## config.mk

```make
export PLATFORM = sky130hd
export DESIGN_NAME = mispredict_revert_controller
export DESIGN_NICKNAME = d
export VERILOG_FILES = /design/src/rtl/mispredict_revert_controller.sv
export SDC_FILE = /design/constraint.sdc
export NUM_CORES = 1
export LEC_CHECK = 0
export BUFFER_PORTS_ARGS = -buffer_cell sky130_fd_sc_hd__buf_2
export CORE_MARGIN = 2
export CORE_UTILIZATION = 40
export DETAILED_ROUTE_END_ITERATION = 8
export PLACE_DENSITY_LB_ADDON = 0.15
export SYNTH_ARGS = -nofsm -noshare
export SYNTH_HDL_FRONTEND = slang
export SYNTH_SLANG_ARGS = --single-unit
```

## constraint.sdc

```tcl
create_clock -name CLK -period 2.5 [get_ports CLK]
set_input_delay 0.5 -clock CLK [delete_from_list [all_inputs] [get_ports CLK]]
set_output_delay 0.5 -clock CLK [all_outputs]
set_load 0.01 [all_outputs]
```

## src/rtl/mispredict_revert_controller.sv

```systemverilog
// Branch-mispredict recovery: checkpoint restore, else youngest-first ROB walk reverting rename mappings, then ROB tail rollback.
// Latency: restore at T+1; reverts one entry per cycle after that (or from T+1 without checkpoint); rollback the cycle after the last step.
// No backpressure: one step per cycle; mispredicts arriving while busy are dropped and flagged on DUT_error.
module mispredict_revert_controller #(
    parameter  int ROB_DEPTH          = 16,
    parameter  int NUM_ARCH_REGS      = 32,
    parameter  int NUM_PHYS_REGS      = 64,
    parameter  int CHECKPOINT_COLUMNS = 4,
    localparam int LOG_ROB_DEPTH      = $clog2(ROB_DEPTH),
    localparam int ARCH_W             = $clog2(NUM_ARCH_REGS),
    localparam int PHYS_W             = $clog2(NUM_PHYS_REGS),
    localparam int COL_W              = $clog2(CHECKPOINT_COLUMNS)
) (
    input  logic                     CLK,
    input  logic                     RST,
    output logic                     DUT_error,
    input  logic                     mispredict_valid,
    input  logic [LOG_ROB_DEPTH-1:0] mispredict_ROB_index,
    input  logic                     mispredict_checkpoint_valid,
    input  logic [COL_W-1:0]         mispredict_checkpoint_column,
    input  logic [LOG_ROB_DEPTH-1:0] rob_tail_index,
    output logic [LOG_ROB_DEPTH-1:0] rob_read_index,
    input  logic                     rob_read_writes_reg,
    input  logic [ARCH_W-1:0]        rob_read_arch_reg,
    input  logic [PHYS_W-1:0]        rob_read_safe_phys_reg,
    input  logic [PHYS_W-1:0]        rob_read_spec_phys_reg,
    output logic                     restore_checkpoint_valid,
    output logic                     restore_checkpoint_speculate_failed,
    output logic [LOG_ROB_DEPTH-1:0] restore_checkpoint_ROB_index,
    output logic [COL_W-1:0]         restore_checkpoint_safe_column,
    input  logic                     restore_checkpoint_success,
    output logic                     revert_valid,
    output logic [ARCH_W-1:0]        revert_dest_arch_reg_tag,
    output logic [PHYS_W-1:0]        revert_safe_dest_phys_reg_tag,
    output logic [PHYS_W-1:0]        revert_speculated_dest_phys_reg_tag,
    output logic                     rob_rollback_valid,
    output logic [LOG_ROB_DEPTH-1:0] rob_rollback_tail_index,
    output logic                     busy
);

    typedef enum logic [1:0] {
        IDLE    = 2'd0,
        RESTORE = 2'd1,
        WALK    = 2'd2,
        DONE    = 2'd3
    } state_e;

    localparam logic [LOG_ROB_DEPTH-1:0] ROB_ONE  = LOG_ROB_DEPTH'(1);
    localparam logic [LOG_ROB_DEPTH-1:0] ROB_ZERO = '0;

    state_e                     state_q;
    logic [LOG_ROB_DEPTH-1:0]   walk_ptr_q;
    logic [LOG_ROB_DEPTH-1:0]   walk_count_q;
    logic [LOG_ROB_DEPTH-1:0]   idx_q;
    logic [COL_W-1:0]           col_q;
    logic                       err_q;

    // Entries strictly younger than the mispredicting one; modulo arithmetic handles wrap and the full-ROB case.
    logic [LOG_ROB_DEPTH-1:0]   walk_count_d;
    logic [LOG_ROB_DEPTH-1:0]   walk_ptr_d;
    assign walk_count_d = rob_tail_index - mispredict_ROB_index - ROB_ONE;
    assign walk_ptr_d   = rob_tail_index - ROB_ONE;

    // Recovery sequencer: capture on mispredict, restore, walk, rollback; flag mispredicts seen while busy.
    always_ff @(posedge CLK) begin
        if (RST) begin
            state_q      <= IDLE;
            walk_ptr_q   <= '0;
            walk_count_q <= '0;
            idx_q        <= '0;
            col_q        <= '0;
            err_q        <= 1'b0;
        end else begin
            err_q <= mispredict_valid && (state_q != IDLE);
            case (state_q)
                IDLE: begin
                    if (mispredict_valid) begin
                        idx_q        <= mispredict_ROB_index;
                        col_q        <= mispredict_checkpoint_column;
                        walk_count_q <= walk_count_d;
                        walk_ptr_q   <= walk_ptr_d;
                        if (mispredict_checkpoint_valid) begin
                            state_q <= RESTORE;
                        end else if (walk_count_d != ROB_ZERO) begin
                            state_q <= WALK;
                        end else begin
                            state_q <= DONE;
                        end
                    end
                end
                RESTORE: begin
                    if (restore_checkpoint_success || (walk_count_q == ROB_ZERO)) begin
                        state_q <= DONE;
                    end else begin
                        state_q <= WALK;
                    end
                end
                WALK: begin
                    walk_ptr_q   <= walk_ptr_q - ROB_ONE;
                    walk_count_q <= walk_count_q - ROB_ONE;
                    if (walk_count_q == ROB_ONE) begin
                        state_q <= DONE;
                    end
                end
                DONE: begin
                    state_q <= IDLE;
                end
                default: begin
                    state_q <= IDLE;
                end
            endcase
        end
    end

    logic in_restore;
    logic in_walk;
    logic in_done;
    assign in_restore = (state_q == RESTORE);
    assign in_walk    = (state_q == WALK);
    assign in_done    = (state_q == DONE);

    // Outputs decode from registered state; payloads are zeroed outside their state so idle outputs are quiet.
    assign busy                                = (state_q != IDLE);
    assign DUT_error                           = err_q;
    assign rob_read_index                      = walk_ptr_q;
    assign restore_checkpoint_valid            = in_restore;
    assign restore_checkpoint_speculate_failed = in_restore;
    assign restore_checkpoint_ROB_index        = in_restore ? idx_q : '0;
    assign restore_checkpoint_safe_column      = in_restore ? col_q : '0;
    assign revert_valid                        = in_walk && rob_read_writes_reg;
    assign revert_dest_arch_reg_tag            = in_walk ? rob_read_arch_reg : '0;
    assign revert_safe_dest_phys_reg_tag       = in_walk ? rob_read_safe_phys_reg : '0;
    assign revert_speculated_dest_phys_reg_tag = in_walk ? rob_read_spec_phys_reg : '0;
    assign rob_rollback_valid                  = in_done;
    assign rob_rollback_tail_index             = in_done ? (idx_q + ROB_ONE) : '0;

endmodule

```

==> qor.yml <==
outcome:
  status: "complete, no violations"
yosys:
  yosys_warnings: 0
  synth_cell_types: 40
  yosys-top-cells-count: "28 x and2_1, 19 x nand2_1, 17 x dfxtp_1"
  yosysMostFrequentCell: "and2_1"
  syn_area_per_cell_um2: 7.788
  synthesis.nets: 210
  synth_top_cell_area_share_pct: 26.48
  async_reset_ff_share_pct: 0
  ys.flop_type: "dfxtp_1"
  yosysTopAreaCell: "dfxtp_1"
  synthTopCellsByArea: "dfxtp_1 26%, and2_1 14%, ha_1 11%, nand2_1 5.6%, a21oi_1 5.5%"
  seq_area_frac_synth_pct: 26.48
  syn_area_um2: 1285
  syn_inst: 165
  synth-edff-count: 0
  synth_seq_cells: 17
cts:
  clockRootBuffer: "clkbuf_4"
  ctsHoldBuffers: 0
  path_clk_slew_ns: 0.10
  cts.sinks: 17
  clockBufferDepth: 2
  post_cts_buffers: 0
  cts_buffers: 3
  post_cts_resized: 0
  cts_tree: "done"
  h-tree-depth: 1
  clock_latency_ns: 0.29
power:
  power.switching_mw: 0.6974
  internal-power_mw: 0.8346
  power_switching_share_pct: 45.52
  peakVddDrop_uv: 426.4
  p_comb_share_pct: 62.2
  p_per_area_nw_per_um2: 908.3
  seq_power_share_pct: 28.0
  leakage_nw: 0.8644
  clockPowerShare_pct: 9.8
  finalPower_mw: 1.532
worst_hold_path:
  holdPathEnd: "col_q[1]$_SDFFE_PP0P_"
  holdCritStartpoint: "mispredict_checkpoint_column[1]"
  hold_path.class: "input port to flip-flop"
  whs_path_depth: 3
setup_path:
  endpoint_kind: "primary output"
  reg2regPathDepth: 7
  r2r_slack_ns: 0.60
  cp-start-kind: "flip-flop"
  cp.arrival_ns: 1.73
  cp_max_fo: 20
  r2r_start: "state_q[0]$_SDFFE_PP0P_"
  cp.required_ns: 2.00
  r2r-end: "rob_read_index[2]$_SDFFE_PP0P_"
  critPathKind: "flip-flop to primary output"
floorplanning:
  die_y_um: 60.68
  initial_core_util_pct: 42.09
  coreArea_um2: 3053
  ios: 70
  die-area_um2: 3682
  rows: 20
  dieWidth_um: 60.68
detailed_routing:
  firstDrtPassIters: 4
  num_vias: 1348
  drt_iter0_drc: 57
  detail-route-antenna-nets: 0
  drc: 0
  routedWlPerCell_um: 11.80
  viasPerCell: 4.884
  finalWirelength_um: 3257
global_routing:
  grt_overflow: 0
  antenna_found_initial: 0
  track_usage_pct: 18.48
  grt_pass1_wl_um: 5285
  grt_pass1_vias: 1219
  grt_max_degree: 21
timing:
  finalSetupViolCount: 0
  tightest_slew_ns: 0.4425
  clock.fmax_mhz: 448.6
  maxSlewHeadroom_pct: 70.50
  finalMaxSlewViolations: 0
  finalCriticalPeriod_ns: 2.229
  fin_worst_skew_ns: 0.006344
  finalSetupTns_ns: 0
  hold_violations: 0
  grt_setup_unrepaired: "no"
  timing.final.crit_share_pct: 89.17
final_layout:
  antenna_cells: 0
  drive_above_1_share_pct: 33.62
  final_util_pct: 55.25
  num-fill-cells: 345
  layout.nets: 278
  design_area_um2: 1687
  area.growth.synth_to_final_pct: 31.26
placement:
  detailed_place_hpwl_um: 2576
  postPlaceCellArea_um2: 1660
  gp_congestion: 0.8481
  port_buffers: 69
flow_run:
  maxCapViolCount: 0
## flip-flops by register name, summed over array words and instances, names as in the netlist
| name | flops |
|---|---|
| DUT_error | 1 |
| col_q | 2 |
| idx_q | 4 |
| rob_read_index | 4 |
| state_q | 2 |
| walk_count_q | 4 |
## cells in the final DEF, fill, tap and decap left out, types with 2 or more instances in the layout
master	count
o21ai_0	5
a311oi_1	2
buf_2	69
mux2i_1	4
nand2b_1	3
ha_1	11
dfxtp_1	17
nor3_1	2
clkbuf_4	3
xnor2_1	2
nand3_1	3
buf_4	2
inv_1	11
a31oi_1	2
or3_1	2
nor4_1	3
xor2_1	2
nor2_1	7
and2_1	28
nand2_1	19
nor3b_1	2
a21oi_1	14
## logic make-up (layout without fill, tap and decap cells)
logic type                 count (synthesis)  after routing  share of synthesized area, %
and+or+nand+nor                           74             74                         31.06
muxes                                      5              5                         3.992
DFF                                       17             17                         26.49
buffers and inverters                     19             86                         6.328
adders and majority gates                 12             12                         12.27
AOI/OAI and AO/OA                         34             34                         17.14
xor gates and xnor gates                   4              4                         2.727
## stage by stage
step / instances / setup slack, ns / hold slack (ns)
floorplan: 165 / 0.7208 / 0.4317
global placement: 272 / 0.5612 / 0.4435
detailed placement: 272 / 0.4858 / 0.4453
CTS: 276 / 0.2372 / 0.4337
global route: 276 / 0.1513 / 0.4582
finish: 276 / 0.2706 / 0.4430
## routing by layer
layer	global-route usage, %	wire [um]	share of wire (%)
met4	3.106	6	0.18
met5	0	0	0
met2	30.26	1464	45
met1	25.07	1590	49
met3	4.691	195	6.0
## worst max-delay path, cell delays in order (launching register included)
cell,delay [ns]
dfxtp_1,0.36
inv_1,0.09
ha_1,0.43
buf_4,0.29
and2_1,0.15
buf_2,0.12
## power groups by stage
stage	registers, mW	clock network (mW)	logic [mW]
floorplan	0.431	0	0.667
CTS	0.430	0.159	0.956
detailed placement	0.436	0	0.951
finish	0.430	0.150	0.953
global placement	0.436	0	0.947
global route	0.446	0.164	1.08
## final cells by class
type                    count  area, um2  share of cell area, %
repair buffers             71      360.3                  21.36
inverters                  11      41.29                  2.448
clock buffers               4      26.28                  1.558
multi-input cells         129      863.3                  51.19
well taps                  44      55.05                  3.264
flip-flops and latches     17      340.3                  20.18
## worst max-delay path by stage
| stage | slack [ns] | end | depth (start not counted) | start |
|---|---|---|---|---|
| floorplan | 0.72 | revert_safe_dest_phys_reg_tag[0] | 6 | state_q[0]$_SDFFE_PP0P_ |
| global placement | 0.56 | state_q[0]$_SDFFE_PP0P_ | 9 | mispredict_ROB_index[0] |
| detailed placement | 0.49 | state_q[0]$_SDFFE_PP0P_ | 9 | mispredict_ROB_index[0] |
| CTS | 0.24 | revert_speculated_dest_phys_reg_tag[4] | 5 | state_q[0]$_SDFFE_PP0P_ |
| global route | 0.15 | revert_speculated_dest_phys_reg_tag[4] | 5 | state_q[0]$_SDFFE_PP0P_ |
| finish | 0.27 | revert_speculated_dest_phys_reg_tag[4] | 5 | state_q[0]$_SDFFE_PP0P_ |
Power figures use the tool's default switching activity.
